`config.mk`:
```
export PLATFORM = sky130hd
export DESIGN_NAME = priority_encoder_8x3_seq_flat
export DESIGN_NICKNAME = d
export VERILOG_FILES = /design/src/rtl/priority_encoder_8x3_seq_if.sv /design/src/rtl/priority_encoder_8x3_seq.sv /design/src/flat_wrapper.sv
export SDC_FILE = /design/constraint.sdc
export NUM_CORES = 1
export LEC_CHECK = 0
export BUFFER_PORTS_ARGS = -buffer_cell sky130_fd_sc_hd__buf_2
export CELL_PAD_IN_SITES_DETAIL_PLACEMENT = 0
export CELL_PAD_IN_SITES_GLOBAL_PLACEMENT = 2
export CORE_MARGIN = 8
export CORE_UTILIZATION = 30
export CTS_BUF_LIST = sky130_fd_sc_hd__clkbuf_2
export DETAILED_ROUTE_END_ITERATION = 10
export PLACE_DENSITY = 0.84
export SLEW_MARGIN = 20
export SYNTH_ARGS = -nofsm -noshare
export SYNTH_HDL_FRONTEND = slang
export SYNTH_SLANG_ARGS = --single-unit
export TNS_END_PERCENT = 50
```
`constraint.sdc`:
```
create_clock -name clk -period 4.7 [get_ports clk]
set_input_delay 0.94 -clock clk [delete_from_list [all_inputs] [get_ports clk]]
set_output_delay 0.94 -clock clk [all_outputs]
set_load 0.005 [all_outputs]
```
`src/rtl/priority_encoder_8x3_seq_if.sv`:
```
// priority_encoder_8x3_seq_if: request/index handshake bundle for the 8x3 priority encoder
//   e       enable, 1 = new indices may be issued
//   req     8 request pulses, bit k = request k
//   y       offered 3-bit index
//   valid   y holds a valid index
//   ready   consumer accepts y when valid && ready
//   pending sticky pending requests
//   ovf     one-cycle pulse when a request hit an already pending bit
interface priority_encoder_8x3_seq_if;
    logic       e;
    logic [7:0] req;
    logic [2:0] y;
    logic       valid;
    logic       ready;
    logic [7:0] pending;
    logic       ovf;
    modport master (output e, req, ready, input y, valid, pending, ovf);
    modport slave (input e, req, ready, output y, valid, pending, ovf);
endinterface

```
`src/rtl/priority_encoder_8x3_seq.sv`:
```
// priority_encoder_8x3_seq: registered 8-to-3 priority encoder with sticky pending requests and valid/ready output
//   clk    rising-edge clock
//   rst_n  synchronous active-low reset
//   bus    slave side of priority_encoder_8x3_seq_if (e, req, ready in; y, valid, pending, ovf out)
//   PRIO_ROUND_ROBIN_EN defined: rotating priority starting below the last served index;
//   undefined: fixed priority, bit 7 highest.
module priority_encoder_8x3_seq (
    input logic clk,
    input logic rst_n,
    priority_encoder_8x3_seq_if.slave bus
);
    logic [7:0] pending_q, pending_d, clear_mask;
    logic [2:0] y_q, y_d, g;
    logic       valid_q, valid_d, ovf_q, ovf_d, slot_free, issue;
`ifdef PRIO_ROUND_ROBIN_EN
    logic [2:0] rr_ptr_q, rr_ptr_d;
    // Scan rr_ptr-1 downward with wrap; the last assignment is the first hit of the scan.
    always_comb begin
        g = 3'd0;
        for (int k = 8; k >= 1; k--)
            if (pending_q[3'(rr_ptr_q - 3'(k))]) g = 3'(rr_ptr_q - 3'(k));
    end
    assign rr_ptr_d = issue ? g : rr_ptr_q;
`else
    always_comb begin
        g = 3'd0;
        for (int k = 0; k < 8; k++)
            if (pending_q[k]) g = 3'(k);
    end
`endif
    always_comb begin
        slot_free  = !valid_q || bus.ready;
        issue      = bus.e && slot_free && (pending_q != 8'd0);
        clear_mask = issue ? 8'(8'd1 << g) : 8'd0;
        // A new request on the bit being served survives as a fresh request.
        pending_d  = (pending_q & ~clear_mask) | bus.req;
        ovf_d      = |(bus.req & pending_q & ~clear_mask);
        y_d        = issue ? g : y_q;
        valid_d    = issue ? 1'b1 : (slot_free ? 1'b0 : valid_q);
    end
    always_ff @(posedge clk) begin
        if (!rst_n) begin
            pending_q <= 8'd0;
            y_q       <= 3'd0;
            valid_q   <= 1'b0;
            ovf_q     <= 1'b0;
`ifdef PRIO_ROUND_ROBIN_EN
            rr_ptr_q  <= 3'd0;
`endif
        end else begin
            pending_q <= pending_d;
            y_q       <= y_d;
            valid_q   <= valid_d;
            ovf_q     <= ovf_d;
`ifdef PRIO_ROUND_ROBIN_EN
            rr_ptr_q  <= rr_ptr_d;
`endif
        end
    end
    assign bus.pending = pending_q;
    assign bus.y       = y_q;
    assign bus.valid   = valid_q;
    assign bus.ovf     = ovf_q;
endmodule

```
`src/flat_wrapper.sv`:
```
// flat-port wrapper written by rule: the top's interface ports become plain ports
module priority_encoder_8x3_seq_flat 
  (clk, rst_n, bus_e, bus_req, bus_ready, bus_y, bus_valid, bus_pending, bus_ovf);
  priority_encoder_8x3_seq_if bus_i ();
  input logic clk;
  input logic rst_n;
  input wire logic [$bits(bus_i.e)-1:0] bus_e;
  input wire logic [$bits(bus_i.req)-1:0] bus_req;
  input wire logic [$bits(bus_i.ready)-1:0] bus_ready;
  output wire logic [$bits(bus_i.y)-1:0] bus_y;
  output wire logic [$bits(bus_i.valid)-1:0] bus_valid;
  output wire logic [$bits(bus_i.pending)-1:0] bus_pending;
  output wire logic [$bits(bus_i.ovf)-1:0] bus_ovf;
  assign bus_i.e = bus_e;
  assign bus_i.req = bus_req;
  assign bus_i.ready = bus_ready;
  assign bus_y = bus_i.y;
  assign bus_valid = bus_i.valid;
  assign bus_pending = bus_i.pending;
  assign bus_ovf = bus_i.ovf;
  priority_encoder_8x3_seq u_core (.clk(clk), .rst_n(rst_n), .bus(bus_i));
endmodule
```
# Word-level counts from Yosys, hierarchy flattened
# Index checks and enable logic that the tools add are counted.
[word_totals]
ff_bits = 13
latchBits = 0
mem_bits_rw = 0
rom_bits = 0
input_bits = 12
output_inout_bits = 13
elab_cells = 27
memories = 0
[op_classes]
addsub = 0
n_mul = 0
n_div = 0
n_lt_le_gt_ge = 0
eq_ne = 0
n_shift = 1
n_mux = 10
bitwise_logic = 5
n_reduce_logical = 7
[ops]
columns = ["cell", "n"]
rows = [
  ["8-bit AND", 3],
  ["3-bit 2-to-1 mux", 4],
  ["8-bit 2-to-1 mux", 1],
  ["8-bit NOT", 1],
  ["8-bit bitwise OR", 1],
  ["8-bit nonzero test", 1],
  ["8-bit OR reduction", 1],
  ["1-bit by 3-bit << shifter with 8-bit output, first input constant", 1],
  ["2-bit 2-to-1 mux", 2],
  ["1-bit 2-to-1 mux", 3],
  ["1-bit logical AND", 2],
  ["2-bit nonzero test", 1],
  ["1-bit zero test", 1],
  ["1-bit logical OR", 1],
]

# Depth between registers and ports, before layout
# Gate-level depths: netlist (run 1).
[depth]
ltp_word = 12
depth_mapped = 6
mapped_depth_nobuf = 5

# Worst setup path before layout (run 1)
# No wires, ideal clock.
[synth_path]
kind = "input to register"
startpoint = "in bus_ready"
endpoint = "reg u_core.ovf_q, in the netlist u_core.bus.ovf"
setup_ns = 0.115
t_arrival_ns = 2.035
required_time_ns = 4.585
slack_ns = 2.550
stages = 5
path_buffers = 0
cell_sequence = "nand2b_1 -> nand3_2 -> o41a_1 -> a221o_1 -> o21a_1"
[synth_between]
elab_chain_len = 7
[synth_lines]
columns = ["item", "line", "rtl"]
rows = [
  ["from (decl)", "flat_wrapper.sv:9", "input wire logic [$bits(bus_i.ready)-1:0] bus_ready;"],
  ["1-bit logical OR", "priority_encoder_8x3_seq.sv:32", "slot_free = !valid_q || bus.ready;"],
  ["1-bit logical AND (2 in series)", "priority_encoder_8x3_seq.sv:33", "issue = bus.e && slot_free && (pending_q != 8'd0);"],
  ["8-bit 2-to-1 mux", "priority_encoder_8x3_seq.sv:34", "clear_mask = issue ? 8'(8'd1 << g) : 8'd0;"],
  ["8-bit NOT", "priority_encoder_8x3_seq.sv:37", "ovf_d = |(bus.req & pending_q & ~clear_mask);"],
  ["8-bit AND", "priority_encoder_8x3_seq.sv:37", ""],
  ["8-bit OR reduction", "priority_encoder_8x3_seq.sv:37", ""],
  ["to (signal assigned)", "priority_encoder_8x3_seq.sv:54", "ovf_q <= ovf_d;"],
  ["to (decl)", "priority_encoder_8x3_seq.sv:14", "logic valid_q, valid_d, ovf_q, ovf_d, slot_free, issue;"],
]
# Every way passes these cells.
# A chain may end at the register's enable or synchronous reset.

# Final worst setup path (run 1)
# Same ends and word-level chain as after synthesis.

==> flow_metrics.py, run 1 <==
metrics = {
    "outcome": {
        "outcome": "complete, no violations",
    },
    "min_path": {
        "hp-start": "u_core.bus.y[2]",
        "hp-class": "flop to flop",
        "hold_end": "u_core.bus.y[2]",
        "whs_path_depth": 2,
    },
    "worst_setup_path": {
        "regToRegSetupSlack_ns": 2.80,
        "crit_path_max_incr_delay_ns": 0.36,
        "cp_num_buf_inv": 1,
        "reg2reg_depth": 5,
        "cp.arrival_ns": 2.22,
        "slowest_stage": "o41a_1",
        "cp_cell_sequence": "buf_2 > nand2b_1 > nand3_2 > o41a_1 > a221o_1 > o21a_1",
        "r2r_start": "u_core.bus.pending[5]",
        "cp-start-kind": "input port",
        "criticalPathCategory": "input port to flop",
        "cp_max_fo": 7,
        "r2r-end": "u_core.bus.ovf",
        "end_kind": "flop",
        "cp_top_family": "compound AO/OA/AOI/OAI gates",
        "required_ns": 4.87,
    },
    "finish": {
        "final_layout_size_suffix_gt1_share_pct": 33.3,
        "diodes": 0,
        "nNetsFinal": 109,
        "fillers": 226,
        "area_growth_pct": 22.9,
    },
    "placement": {
        "io_buffers": 24,
        "gp_congestion": 0.766,
        "dp_hpwl_um": 1290,
    },
    "global_routing": {
        "grt_pass1_wl_um": 2730,
        "met1_usage_pct": 10.4,
        "met3_usage_pct": 4.30,
        "antenna_found_initial": 0,
        "grt.total_usage_pct": 8.32,
        "use_met2_pct": 11.5,
        "grt-ovfl-total": 0,
        "busiest_layer": "met2",
        "grt_max_degree": 14,
        "grt_pass1_vias": 586,
    },
    "sta": {
        "min_period_over_period_pct": 43.7,
        "tightest_slew_ns": 0.331,
        "holdWs_ns": 0.527,
        "fin_worst_skew_ns": 0.00564,
        "fin_crit_ns": 2.05,
        "hold_violations": 0,
        "relSlewSlack_pct": 77.9,
        "fmax_mhz": 487,
        "slew_viol_final": 0,
        "final.setup.tns_ns": 0,
        "setup_viol": 0,
        "rsz0062_at_grt": "false",
    },
    "cts": {
        "cts_buffers": 3,
        "cts_root_buf": "clkbuf_2",
        "cts_tree": "built",
        "clk_latency_ns": 0.25,
        "clockBufferDepth": 2,
        "h-tree-depth": 1,
        "worst_setup_hold_path_clk_slew_ns": 0.12,
        "post_cts_buffers": 0,
        "cts.sinks": 13,
        "ctsResizeCount": 0,
        "ctsHoldBuffers": 0,
    },
    "route": {
        "routedWlPerCell_um": 13.0,
        "drt_pre_antenna_iters": 4,
        "vias": 599,
        "vias_per_cell": 4.83,
        "drc": 0,
        "drt_iter0_drc": 11,
        "wirelength_um": 1610,
        "ant_nets": 0,
    },
    "synth": {
        "ys_types": 33,
        "synth_commonest_cells": "dfxtp_1 (13), o21a_1 (9), nor2b_1 (6)",
        "ys_top_cells_by_area": "dfxtp_1 (39%), o21a_1 (10%), nor2b_1 (5.7%), a21oi_1 (3.8%), nor4_4 (3.2%)",
        "synth_top_area_share_pct": 39.4,
        "netlist_area_sq_um": 661,
        "ys_seq_area_share_pct": 39.4,
        "ys_seq_elements": 13,
        "synth-edff-count": 0,
        "ys_warn_count": 0,
        "ys_async_sr_fraction_pct": 0,
        "yosysMostFrequentCell": "dfxtp_1",
        "synth_top_area_cell": "dfxtp_1",
        "ys.flop_type": "dfxtp_1",
        "syn_inst": 72,
        "syn_nets": 84,
        "syn_avg_cell_area_sq_um": 9.18,
    },
    "job": {
        "max_cap_violations": 0,
    },
    "die": {
        "start_util_pct": 30.8,
        "core_region_area_sq_um": 2150,
        "dieArea_sq_um": 3960,
        "die_h_um": 62.9,
        "dieWidth_um": 62.9,
        "rows": 17,
        "ioPinCount": 25,
    },
    "power_and_ir_drop": {
        "ir_drop_mv": 0.121,
        "power.density_nw_per_um2": 292,
        "leakagePower_nw": 0.358,
    },
}
cell families after synthesis:
kind of cell | after synthesis | synth area share [%]
multiplexers | 1 | 1.52
AO/OA/AOI/OAI | 27 | 30.9
flip-flops | 13 | 39.4
AND/OR/NAND/NOR | 25 | 23.5
buffers and inverters | 6 | 4.73
worst min-delay path: stages (launching register included):
cell and delay, ns:
dfxtp_1 0.35, a21oi_1 0.06, nor2b_1 0.09
cell usage in the layout, fill, tap and decap left out, types with 3 or more instances in the layout:
cell type	n
buf_2	24
dfxtp_1	13
o21a_1	9
nor2b_1	6
nand2_1	5
a21oi_1	5
clkbuf_2	4
nor2_1	3
cell type report:
type,instances,area [sq um],share of cell area (%)
multi-input combinational,53,369,45.5
timing repair buffer,24,120,14.8
clock buffer,4,20.0,2.47
inverter,2,7.51,0.924
sequential,13,260,32.0
tap,28,35.0,4.31
per-layer routing:
metal	up-vias	part of all wire [%]	wire (um)
li1	319	-	-
met5	-	0	0
met3	2	9.1	146
met2	16	42	676
met4	0	0.50	8
met1	262	48	782
state kept, by name (all words and copies together), names as in the netlist:
signal,flops
u_core.bus.ovf,1
u_core.bus.valid,1
u_core.bus.pending,8
u_core.bus.y,3
worst max-delay path by stage:
stage	from	endpoint	slack, ns	cells after the start
floorplan	bus_ready	u_core.bus.ovf	2.55	5
global placement	bus_ready	u_core.bus.ovf	2.40	6
detailed placement	bus_ready	u_core.bus.ovf	2.38	6
CTS	bus_ready	u_core.bus.ovf	2.66	6
global route	bus_ready	u_core.bus.ovf	2.63	6
finish	bus_ready	u_core.bus.ovf	2.65	6
where the power goes:
group / total [mW] / leakage, nW / switching (mW) / internal (mW)
Combinational: 0.0495 / 0.233 / 0.0229 / 0.0266
Clock: 0.0563 / 0.0166 / 0.0337 / 0.0226
Sequential: 0.131 / 0.109 / 0.0121 / 0.119
Total: 0.237 / 0.358 / 0.0687 / 0.169
through the flow:
stage	worst slack [ns]	power, mW	std cells	utilization, %	area (sq um)
after floorplan	2.55	0.164	72	-	661
after global placement	2.40	0.184	120	36.9	792
after detailed placement	2.38	0.184	120	36.9	792
after CTS	2.66	0.241	124	37.8	812
after global routing	2.63	0.254	124	37.8	812
final	2.65	0.237	124	37.8	812
Power figures use the tool's default switching activity.
==> inputs of run 2 (changes only) <==
Settings changed: CORE_UTILIZATION 30 to 28, PLACE_DENSITY 0.84 to 0.79.
Clock period 4.7 ns to 1.95 ns, I/O delays scaled along.
==> flow_metrics.py, run 2 (synthesized netlist as in run 1, its figures left out) <==
metrics = {
    "sta": {
        "slew_viol_final": 0,
        "min_period_over_period_pct": 90.8,
        "holdWs_ns": 0.340,
        "tightest_slew_ns": 0.328,
        "rsz0062_at_grt": "false",
        "fmax_mhz": 564,
        "final.setup.tns_ns": 0,
        "hold_violations": 0,
        "setup_viol": 0,
        "fin_worst_skew_ns": 0.0101,
        "relSlewSlack_pct": 78.1,
        "fin_crit_ns": 1.77,
    },
    "worst_setup_path": {
        "regToRegSetupSlack_ns": 0.18,
        "required_ns": 2.12,
        "end_kind": "flop",
        "slowest_stage": "dfxtp_1",
        "cp_max_fo": 8,
        "crit_path_max_incr_delay_ns": 0.41,
        "criticalPathCategory": "flop to flop",
        "cp-start-kind": "flop",
        "cp.arrival_ns": 1.94,
        "reg2reg_depth": 5,
        "cp_cell_sequence": "nor4_4 > nand3_2 > o41a_1 > a221o_1 > o21a_1",
    },
    "route": {
        "wirelength_um": 1750,
        "vias": 617,
        "drt_pre_antenna_iters": 3,
        "routedWlPerCell_um": 13.8,
        "ant_nets": 0,
        "drc": 0,
        "vias_per_cell": 4.86,
        "drt_iter0_drc": 21,
    },
    "cts": {
        "cts_root_buf": "clkbuf_2",
        "cts.sinks": 13,
        "ctsHoldBuffers": 0,
        "worst_setup_hold_path_clk_slew_ns": 0.12,
        "post_cts_buffers": 0,
        "cts_tree": "built",
        "h-tree-depth": 1,
        "clk_latency_ns": 0.27,
        "ctsResizeCount": 0,
        "cts_buffers": 3,
        "clockBufferDepth": 2,
    },
    "die": {
        "ioPinCount": 25,
        "die_h_um": 64.6,
        "start_util_pct": 29.9,
        "dieArea_sq_um": 4170,
        "rows": 17,
        "core_region_area_sq_um": 2210,
        "dieWidth_um": 64.6,
    },
    "global_routing": {
        "grt-ovfl-total": 0,
        "use_met2_pct": 13.2,
        "met3_usage_pct": 3.78,
        "antenna_found_initial": 0,
        "grt_pass1_wl_um": 3040,
        "met1_usage_pct": 11.3,
        "grt_pass1_vias": 652,
        "grt_max_degree": 14,
        "grt.total_usage_pct": 9.14,
        "busiest_layer": "met2",
    },
    "finish": {
        "nNetsFinal": 112,
        "largest_reg_flops": 8,
        "fillers": 262,
        "most-common-layout-cells": "buf_2 (24), dfxtp_1 (13), o21a_1 (9)",
        "final_layout_size_suffix_gt1_share_pct": 35.4,
        "final_common_cell": "buf_2",
        "area_growth_pct": 26.3,
        "stdcell_count": 127,
        "diodes": 0,
    },
    "power_and_ir_drop": {
        "cell_internal_pwr_mw": 0.411,
        "netSwitchingPower_mw": 0.177,
        "p_total_mw": 0.588,
        "ir_drop_mv": 0.300,
        "power_frac_comb_pct": 22.1,
        "p_sw_share_pct": 30.0,
        "leakagePower_nw": 0.373,
        "clkPwrFrac_pct": 24.6,
        "power.density_nw_per_um2": 704,
        "seq_power_share_pct": 53.3,
    },
    "min_path": {
        "whs_path_depth": 2,
        "hp-class": "input port to flop",
    },
    "job": {
        "max_cap_violations": 0,
    },
    "placement": {
        "gp_congestion": 0.758,
        "placed_cells": 123,
        "dp_hpwl_um": 1400,
        "io_buffers": 24,
    },
    "outcome": {
        "outcome": "complete, no violations",
    },
}
[run 2: cell count changes in the layout (fill, tap and decap cells not counted)]
cell   previous run  this run
buf_4             0         3
[run 2: cell type report]
| class | count | area [sq um] | share of cell area, % |
|---|---|---|---|
| inverter | 2 | 7.51 | 0.900 |
| timing repair buffer | 27 | 143 | 17.1 |
| sequential | 13 | 260 | 31.2 |
| tap | 28 | 35.0 | 4.20 |
| multi-input combinational | 53 | 369 | 44.2 |
| clock buffer | 4 | 20.0 | 2.40 |
[run 2: per-stage QoR]
step           utilization [%]  worst slack, ns  cell area (sq um)
3_5_place_dp              36.8            0.178                815
2_1_floorplan                -            0.139                661
6_report                  37.7            0.178                835
4_1_cts                   37.7            0.167                835
5_1_grt                   37.7          0.00626                835
3_3_place_gp              36.8            0.222                815
[run 2: worst max-delay path: cells and delay by family, from the launching register on]
kind,cells,cell delay [ns]
compound gates,3,0.81
simple gates,2,0.46
flops,1,0.41
[run 2: path summary, 6_finish.rpt]
path                               from                    end
setup / recovery  u_core.bus.pending[4]         u_core.bus.ovf
hold / removal               bus_req[4]  u_core.bus.pending[4]
hold reg to reg         u_core.bus.y[2]        u_core.bus.y[2]
setup reg to reg  u_core.bus.pending[4]         u_core.bus.ovf
[run 2: metal layers]
metal | up-vias | wire length (um)
li1 | 322 | -
met5 | - | 0
met4 | 0 | 25
met2 | 18 | 750
met1 | 273 | 840
met3 | 4 | 138
[run 2: power by group through the flow]
| stage | clock network (mW) | logic, mW | registers [mW] |
|---|---|---|---|
| floorplan | 0 | 0.0820 | 0.314 |
| global placement | 0 | 0.133 | 0.320 |
| detailed placement | 0 | 0.133 | 0.319 |
| CTS | 0.149 | 0.133 | 0.313 |
| global route | 0.166 | 0.146 | 0.318 |
| finish | 0.144 | 0.130 | 0.314 |
